### config.mk
export PLATFORM = sky130hd
export DESIGN_NAME = frame_parser_crc_monitor
export DESIGN_NICKNAME = d
export VERILOG_FILES = /design/src/rtl/frame_parser_mon_pkg.sv /design/src/rtl/sat_counter.sv /design/src/rtl/frame_parser_crc_monitor.sv
export SDC_FILE = /design/constraint.sdc
export NUM_CORES = 1
export LEC_CHECK = 0
export BUFFER_PORTS_ARGS = -buffer_cell sky130_fd_sc_hd__buf_2
export CAP_MARGIN = 10
export CORE_ASPECT_RATIO = 1.2
export CORE_MARGIN = 4
export CORE_UTILIZATION = 49
export CTS_CLUSTER_SIZE = 14
export DETAILED_ROUTE_END_ITERATION = 8
export PLACE_DENSITY = 0.76
export SLEW_MARGIN = 10
export SYNTH_ARGS = -nofsm -noshare
export SYNTH_HDL_FRONTEND = slang
export SYNTH_SLANG_ARGS = --single-unit
### constraint.sdc
create_clock -name clk -period 2.19 [get_ports clk]
set_clock_uncertainty 0.1 [all_clocks]
set_input_delay 0.219 -clock clk [delete_from_list [all_inputs] [get_ports clk]]
set_output_delay 0.219 -clock clk [all_outputs]
set_load 0.05 [all_outputs]
### src/rtl/frame_parser_mon_pkg.sv
// Shared definitions for the Frame_Parser CRC-error monitor.
//   mon_state_t    : episode FSM encoding
//   MON_V_*        : violation codes reported on first_code
//   FLAG_*         : bit positions inside sticky_flags
package frame_parser_mon_pkg;

  typedef enum logic [1:0] {
    StIdle  = 2'd0,
    StArmed = 2'd1,
    StHold  = 2'd2,
    StDrain = 2'd3
  } mon_state_t;

  localparam logic [1:0] MON_V_NONE     = 2'd0;
  localparam logic [1:0] MON_V_DEADLINE = 2'd1;
  localparam logic [1:0] MON_V_VALID    = 2'd2;
  localparam logic [1:0] MON_V_OK       = 2'd3;

  localparam int unsigned FLAG_DEADLINE = 0;
  localparam int unsigned FLAG_VALID    = 1;
  localparam int unsigned FLAG_OK       = 2;

endpackage

### src/rtl/sat_counter.sv
// Saturating up-counter with synchronous clear.
//   clk   : clock
//   rst   : synchronous active-high reset
//   clr   : zero the count; an inc in the same cycle is applied afterwards
//   inc   : add one unless already at all-ones
//   count : current value
module sat_counter #(
  parameter int unsigned W = 16
) (
  input  logic         clk,
  input  logic         rst,
  input  logic         clr,
  input  logic         inc,
  output logic [W-1:0] count
);

  logic [W-1:0] count_q;
  logic [W-1:0] count_d;

  always_comb begin
    count_d = count_q;
    if (clr) count_d = '0;
    if (inc && (count_d != '1)) count_d = count_d + W'(1);
  end

  always_ff @(posedge clk) begin
    if (rst) count_q <= '0;
    else     count_q <= count_d;
  end

  assign count = count_q;

endmodule

### src/rtl/frame_parser_crc_monitor.sv
// Passive runtime monitor for Frame_Parser CRC-error reporting. Each CRC
// mismatch seen in VALIDATE starts an episode that checks:
//   DEADLINE       : STATUS_CRC_ERR within DEADLINE cycles of the trigger
//   SPURIOUS_VALID : no frame_valid while the mismatch is pending
//   OK_RETURN      : no STATUS_OK once the error has been reported
// Ports:
//   clk, rst              : clock, synchronous active-high reset
//   enable                : monitor enable (low aborts any episode)
//   clear                 : zero flags, counters and first capture
//   state, frame_valid, frame_consumed, received_crc, expected_crc,
//   error_status_reg      : tapped parser signals
//   sticky_flags          : [0] DEADLINE, [1] SPURIOUS_VALID, [2] OK_RETURN
//   violation_pulse       : registered pulse one cycle after a new violation
//   mismatch_count        : episodes started (saturating)
//   violation_count       : cycles with a new violation (saturating)
//   first_code            : code of the first violation, 0 if none
//   first_timestamp       : free-running cycle count at the first violation
module frame_parser_crc_monitor
  import frame_parser_mon_pkg::*;
#(
  parameter int unsigned           STATE_W        = 4,
  parameter int unsigned           CRC_W          = 8,
  parameter int unsigned           STATUS_W       = 8,
  parameter logic [STATE_W-1:0]    VALIDATE_CODE  = 4'h8,
  parameter logic [STATE_W-1:0]    ERROR_CODE     = 4'h9,
  parameter logic [STATUS_W-1:0]   STATUS_OK      = 8'h00,
  parameter logic [STATUS_W-1:0]   STATUS_CRC_ERR = 8'h01,
  parameter int unsigned           DEADLINE       = 2,
  parameter int unsigned           CNT_W          = 16,
  parameter int unsigned           TS_W           = 32
) (
  input  logic                clk,
  input  logic                rst,
  input  logic                enable,
  input  logic                clear,
  input  logic [STATE_W-1:0]  state,
  input  logic                frame_valid,
  input  logic                frame_consumed,
  input  logic [CRC_W-1:0]    received_crc,
  input  logic [CRC_W-1:0]    expected_crc,
  input  logic [STATUS_W-1:0] error_status_reg,
  output logic [2:0]          sticky_flags,
  output logic                violation_pulse,
  output logic [CNT_W-1:0]    mismatch_count,
  output logic [CNT_W-1:0]    violation_count,
  output logic [1:0]          first_code,
  output logic [TS_W-1:0]     first_timestamp
);

  localparam int unsigned       TMR_W    = ($clog2(DEADLINE + 1) > 0) ? $clog2(DEADLINE + 1) : 1;
  localparam logic [TMR_W-1:0]  TMR_LAST = TMR_W'(DEADLINE);

  mon_state_t        fsm_q, fsm_d;
  logic [TMR_W-1:0]  timer_q, timer_d, timer_cur;
  logic              win_q, win_d;
  logic              valid_done_q, valid_done_d;
  logic              ok_done_q, ok_done_d;
  logic [2:0]        flags_q, flags_d;
  logic              pulse_q;
  logic [1:0]        first_code_q, first_code_d;
  logic [TS_W-1:0]   first_ts_q, first_ts_d;
  logic [TS_W-1:0]   ts_q;

  logic in_val, mism, crc_err, status_ok, leave, trigger;
  logic v_deadline, v_valid, v_ok, new_any;

  assign in_val    = (state == VALIDATE_CODE);
  assign mism      = in_val && (received_crc != expected_crc);
  assign crc_err   = (error_status_reg == STATUS_CRC_ERR);
  assign status_ok = (error_status_reg == STATUS_OK);
  assign leave     = frame_consumed || !in_val;
  assign trigger   = enable && (fsm_q == StIdle) && mism;
  // The trigger cycle is evaluated as ARMED cycle 0.
  assign timer_cur = (fsm_q == StIdle) ? '0 : timer_q;

  always_comb begin
    fsm_d        = fsm_q;
    timer_d      = timer_q;
    win_d        = win_q;
    valid_done_d = valid_done_q;
    ok_done_d    = ok_done_q;
    v_deadline   = 1'b0;
    v_valid      = 1'b0;
    v_ok         = 1'b0;

    if (!enable) begin
      fsm_d        = StIdle;
      timer_d      = '0;
      win_d        = 1'b0;
      valid_done_d = 1'b0;
      ok_done_d    = 1'b0;
    end else begin
      // SPURIOUS_VALID window runs independently of the FSM; the closing
      // cycle is still inside the window.
      if (trigger || win_q) begin
        if (frame_valid && !valid_done_q) begin
          v_valid      = 1'b1;
          valid_done_d = 1'b1;
        end
        win_d = !leave;
      end

      unique case (fsm_q)
        StIdle, StArmed: begin
          if (trigger || (fsm_q == StArmed)) begin
            if (crc_err) begin
              fsm_d = StHold;
            end else if (timer_cur == TMR_LAST) begin
              v_deadline = 1'b1;
              fsm_d      = StDrain;
            end else begin
              fsm_d   = StArmed;
              timer_d = timer_cur + TMR_W'(1);
            end
          end
        end
        StHold: begin
          if (status_ok && !ok_done_q) begin
            v_ok      = 1'b1;
            ok_done_d = 1'b1;
          end
          if (frame_consumed || (state == ERROR_CODE)) fsm_d = StIdle;
        end
        StDrain: begin
          if (leave) fsm_d = StIdle;
        end
      endcase

      if ((fsm_d == StIdle) && (fsm_q != StIdle)) begin
        timer_d      = '0;
        win_d        = 1'b0;
        valid_done_d = 1'b0;
        ok_done_d    = 1'b0;
      end
    end
  end

  assign new_any = v_deadline || v_valid || v_ok;

  // Clear is applied first so same-cycle violations survive it.
  always_comb begin
    flags_d      = clear ? 3'b000 : flags_q;
    first_code_d = clear ? MON_V_NONE : first_code_q;
    first_ts_d   = clear ? '0 : first_ts_q;
    flags_d[FLAG_DEADLINE] = flags_d[FLAG_DEADLINE] | v_deadline;
    flags_d[FLAG_VALID]    = flags_d[FLAG_VALID] | v_valid;
    flags_d[FLAG_OK]       = flags_d[FLAG_OK] | v_ok;
    if (new_any && (first_code_d == MON_V_NONE)) begin
      first_ts_d = ts_q;
      if (v_deadline)   first_code_d = MON_V_DEADLINE;
      else if (v_valid) first_code_d = MON_V_VALID;
      else              first_code_d = MON_V_OK;
    end
  end

  always_ff @(posedge clk) begin
    if (rst) begin
      fsm_q        <= StIdle;
      timer_q      <= '0;
      win_q        <= 1'b0;
      valid_done_q <= 1'b0;
      ok_done_q    <= 1'b0;
      flags_q      <= 3'b000;
      pulse_q      <= 1'b0;
      first_code_q <= MON_V_NONE;
      first_ts_q   <= '0;
      ts_q         <= '0;
    end else begin
      fsm_q        <= fsm_d;
      timer_q      <= timer_d;
      win_q        <= win_d;
      valid_done_q <= valid_done_d;
      ok_done_q    <= ok_done_d;
      flags_q      <= flags_d;
      pulse_q      <= new_any;
      first_code_q <= first_code_d;
      first_ts_q   <= first_ts_d;
      ts_q         <= ts_q + TS_W'(1);
    end
  end

  sat_counter #(.W(CNT_W)) u_mismatch_cnt (
    .clk   (clk),
    .rst   (rst),
    .clr   (clear),
    .inc   (trigger),
    .count (mismatch_count)
  );

  sat_counter #(.W(CNT_W)) u_violation_cnt (
    .clk   (clk),
    .rst   (rst),
    .clr   (clear),
    .inc   (new_any),
    .count (violation_count)
  );

  assign sticky_flags    = flags_q;
  assign violation_pulse = pulse_q;
  assign first_code      = first_code_q;
  assign first_timestamp = first_ts_q;

endmodule

==> impl_metrics.csv <==
group,metric,value,unit
outcome,status,"finished, final reports clean",
clock_tree,clk_path_buf_depth,2,
critical_path,cp_num_buf_inv,3,
placed_design,place_inst,819,
critical_path,crit_path_frequent_cell,"buf_4",
synth,syn_nets,616,
synth,synth-edff-count,0,
critical_path,cpPeakStageDelay,0.54,ns
detailed_routing,dr.first_iter.drc_count,216,
clock_tree,htreeDepth,3,
synth,yosys_register_bits,109,
synth,avgSynthCellArea,8.58,µm²
clock_tree,cts_sinks,109,
final_layout,multi_input_comb_area,2710,µm²
sta,maxSlewViolCount,0,
floorplan,rows,39,
detailed_routing,wire_per_inst,14.5,µm
detailed_routing,dr_total_vias,4520,
sta,grt_setup_unrepaired,"true",
global_routing,grt_max_degree,54,
global_routing,grt_pass1_vias,4347,
final_layout,antenna_cells,0,
clock_tree,cts_tree,"done",
sta,fin_crit_sh,0.989,
placed_design,port_buffers,103,
detailed_routing,routed-wl-met2,6.15,mm
critical_path,path_cells,"buf_2 > or4_4 > buf_4 > nor4_4 > o22ai_2 > o21ai_2 > a32oi_1 > buf_4 > a2111oi_1 > a31o_2",
final_layout,nFillCells,815,
final_layout,areaGrowthSynthToFinish,27.2,%
final_layout,final_cell_area,6310,µm²
global_routing,antenna_found_initial,0,
clock_tree,cts.clk_slew.worst_paths,0.07,ns
sta,max_slew.worst_pin.slew,0.702,ns
sta,hold_viol_final,0,
critical_path,path_max_fanout,15,
detailed_routing,wl_met1,5.07,mm
floorplan,start_util,0.511,
detailed_routing,drc,0,
clock_tree,numCtsBuffers,9,
critical_path,worst_ep_arrival_time,2.36,ns
critical_path,worst_path_max_delay_cell,"or4_4",
floorplan,die_y,118,µm
synth,synth_ff_type,"dfxtp_1",
synth,yosys_warnings,0,
placed_design,place_area,5880,µm²
detailed_routing,drtPass1Iterations,4,
detailed_routing,met3_wirelength,748,µm
sta,period_needed,2.17,ns
synth,netlist_area,4960,µm²
clock_tree,clk_latency,0.34,ns
critical_path,path_delay_family,"compound AO/OA/AOI/OAI gates",
floorplan,die_area,11800,µm²
clock_tree,hold_buffers,0,
global_routing,overflow,0,
pwr,p_leak,2.51,nW
placed_design,hpwlAfterDp,8.27,mm
synth,synthArstFlopShare,0,
detailed_routing,top_layer,"met4",
critical_path,crit_type,"primary input to flop",
final_layout,final-seq-area,2190,µm²
synth,ys_seq_area_frac,0.440,
global_routing,grt_pass1_wl,19.4,mm
sta,setup_violations,0,
floorplan,io_pins,104,
sta,fmax,462,MHz
critical_path,worst_ep_required_time,2.38,ns
synth,synth_cell_types,53,
final_layout,layout-drive-gt1-share,0.291,
placed_design,gp_congestion,0.854,
detailed_routing,routed_wl,12.1,mm
synth,syn-instance-count,578,
clock_tree,clock-root-buffer,"clkbuf_16",
critical_path,end_kind,"flop",
final_layout,instances_no_fill,838,
flow_run,cap_viol_max_count,0,
final_layout,nets,748,
floorplan,fp.coreArea,9710,µm²
pwr,vdd_drop_max,405,µV
sta,finalSetupTns,0,ns
critical_path,start_kind,"primary input",
sta,postLayoutSetupSlackWorst,0.0249,ns
sta,timing.slew.headroom,0.532,
placed_design,post-place-ws,-0.397,ns
worst_hold_path,hold_class,"primary input to flop",
pwr,powerDensity,602,nW/µm²
detailed_routing,avgViaCountPerCell,5.39,
global_routing,track_usage,0.197,
detailed_routing,ant_nets,0,
floorplan,fp.dieW,99.8,µm
-- worst register-to-register path, cell delays in order (launching register included) --
cell and delay, ns:
dfxtp_2 0.33, nor2b_1 0.18, ha_2 0.24, nand3_1 0.12, nor2_1 0.20, a32oi_1 0.13
buf_4 0.21, a2111oi_1 0.44, a31o_2 0.16
-- per-layer routing --
| layer | vias up | global-route usage |
|---|---|---|
| met3 | 14 | 0.0383 |
| met1 | 2118 | 0.235 |
| met5 | - | 0 |
| li1 | 2259 | - |
| met4 | 0 | 0.0743 |
| met2 | 129 | 0.346 |
-- metrics by stage --
step / hold WS [ns] / power, mW / utilization
floorplan: 0.258 / 2.13 / -
global placement: 0.337 / 2.21 / 0.606
detailed placement: 0.348 / 2.21 / 0.606
CTS: 0.0420 / 3.82 / 0.639
global route: 0.0857 / 3.92 / 0.650
finish: 0.0539 / 3.79 / 0.650
-- final timing paths --
kind	from	end	slack, ns	depth (start not counted)
worst max-delay path	error_status_reg[5]	u_violation_cnt.count[2]	0.02	10
worst min-delay path	frame_valid	valid_done_q	0.05	3
worst max register to register	u_violation_cnt.count[1]	u_violation_cnt.count[2]	0.05	8
worst min register to register	first_timestamp[4]	first_timestamp[4]	0.36	2
-- state kept, by name, indices dropped and copies added (netlist names) --
signal / count
u_mismatch_cnt.count: 16
u_violation_cnt.count: 16
ts_q: 32
first_timestamp: 32
first_code: 2
win_q: 1
timer_q: 2
ok_done_q: 1
fsm_q: 2
violation_pulse: 1
valid_done_q: 1
sticky_flags: 3
-- placed cells by master, fill, tap and decap left out, types with 10 or more instances in the layout --
master,instances
nor2_1,68
dfxtp_1,99
nor2b_1,14
clkbuf_16,10
xor2_1,24
xnor2_1,24
nand4_1,13
buf_4,40
buf_2,103
nand3b_1,33
dfxtp_2,10
or3_1,12
a21oi_1,22
nand2_1,72
nand3_1,17
o21ai_0,42
-- layout make-up --
class	instances	share of cell area
inverter	9	0.00536
clock inverter	6	0.00992
multi-input combinational	433	0.429
timing repair buffer	148	0.147
clock buffer	10	0.0363
sequential	109	0.348
tap	123	0.0244
-- repair_timing --
item	CTS	global route
pin swaps	0	2
setup buffers	0	1
setup endpoints to repair	10	46
gates resized for setup	3	15
gates cloned	1	1
-- Yosys cell counts (all sizes together), types with 12 or more instances --
master	n	area, µm²
nand3	19	113
nor2b	15	93.8
xor2	24	210
o21ai	44	224
xnor2	24	210
nand2	72	270
a21oi	23	115
dfxtp	109	2180
or3	12	75.1
nor2	69	259
nand3b	33	248
nand4	13	81.3
clkbuf	19	72.6
-- cells by family after synthesis --
kind of cell	after synthesis	share of synthesized area
AND/OR/NAND/NOR	283	0.305
flip-flops	109	0.440
AO/OA/AOI/OAI	88	0.108
XOR/XNOR	48	0.0848
buffers and inverters	36	0.0308
multiplexers	10	0.0214
adder cells (fa/ha/maj)	4	0.0101
-- power breakdown --
part           internal [mW]  switching (mW)  total [mW]
Sequential              1.99         0.00562        1.99
Clock                  0.888           0.729        1.62
Combinational         0.0793           0.106       0.185
Total                   2.95           0.841        3.79
Note: power is estimated with default switching activity, not from simulation.
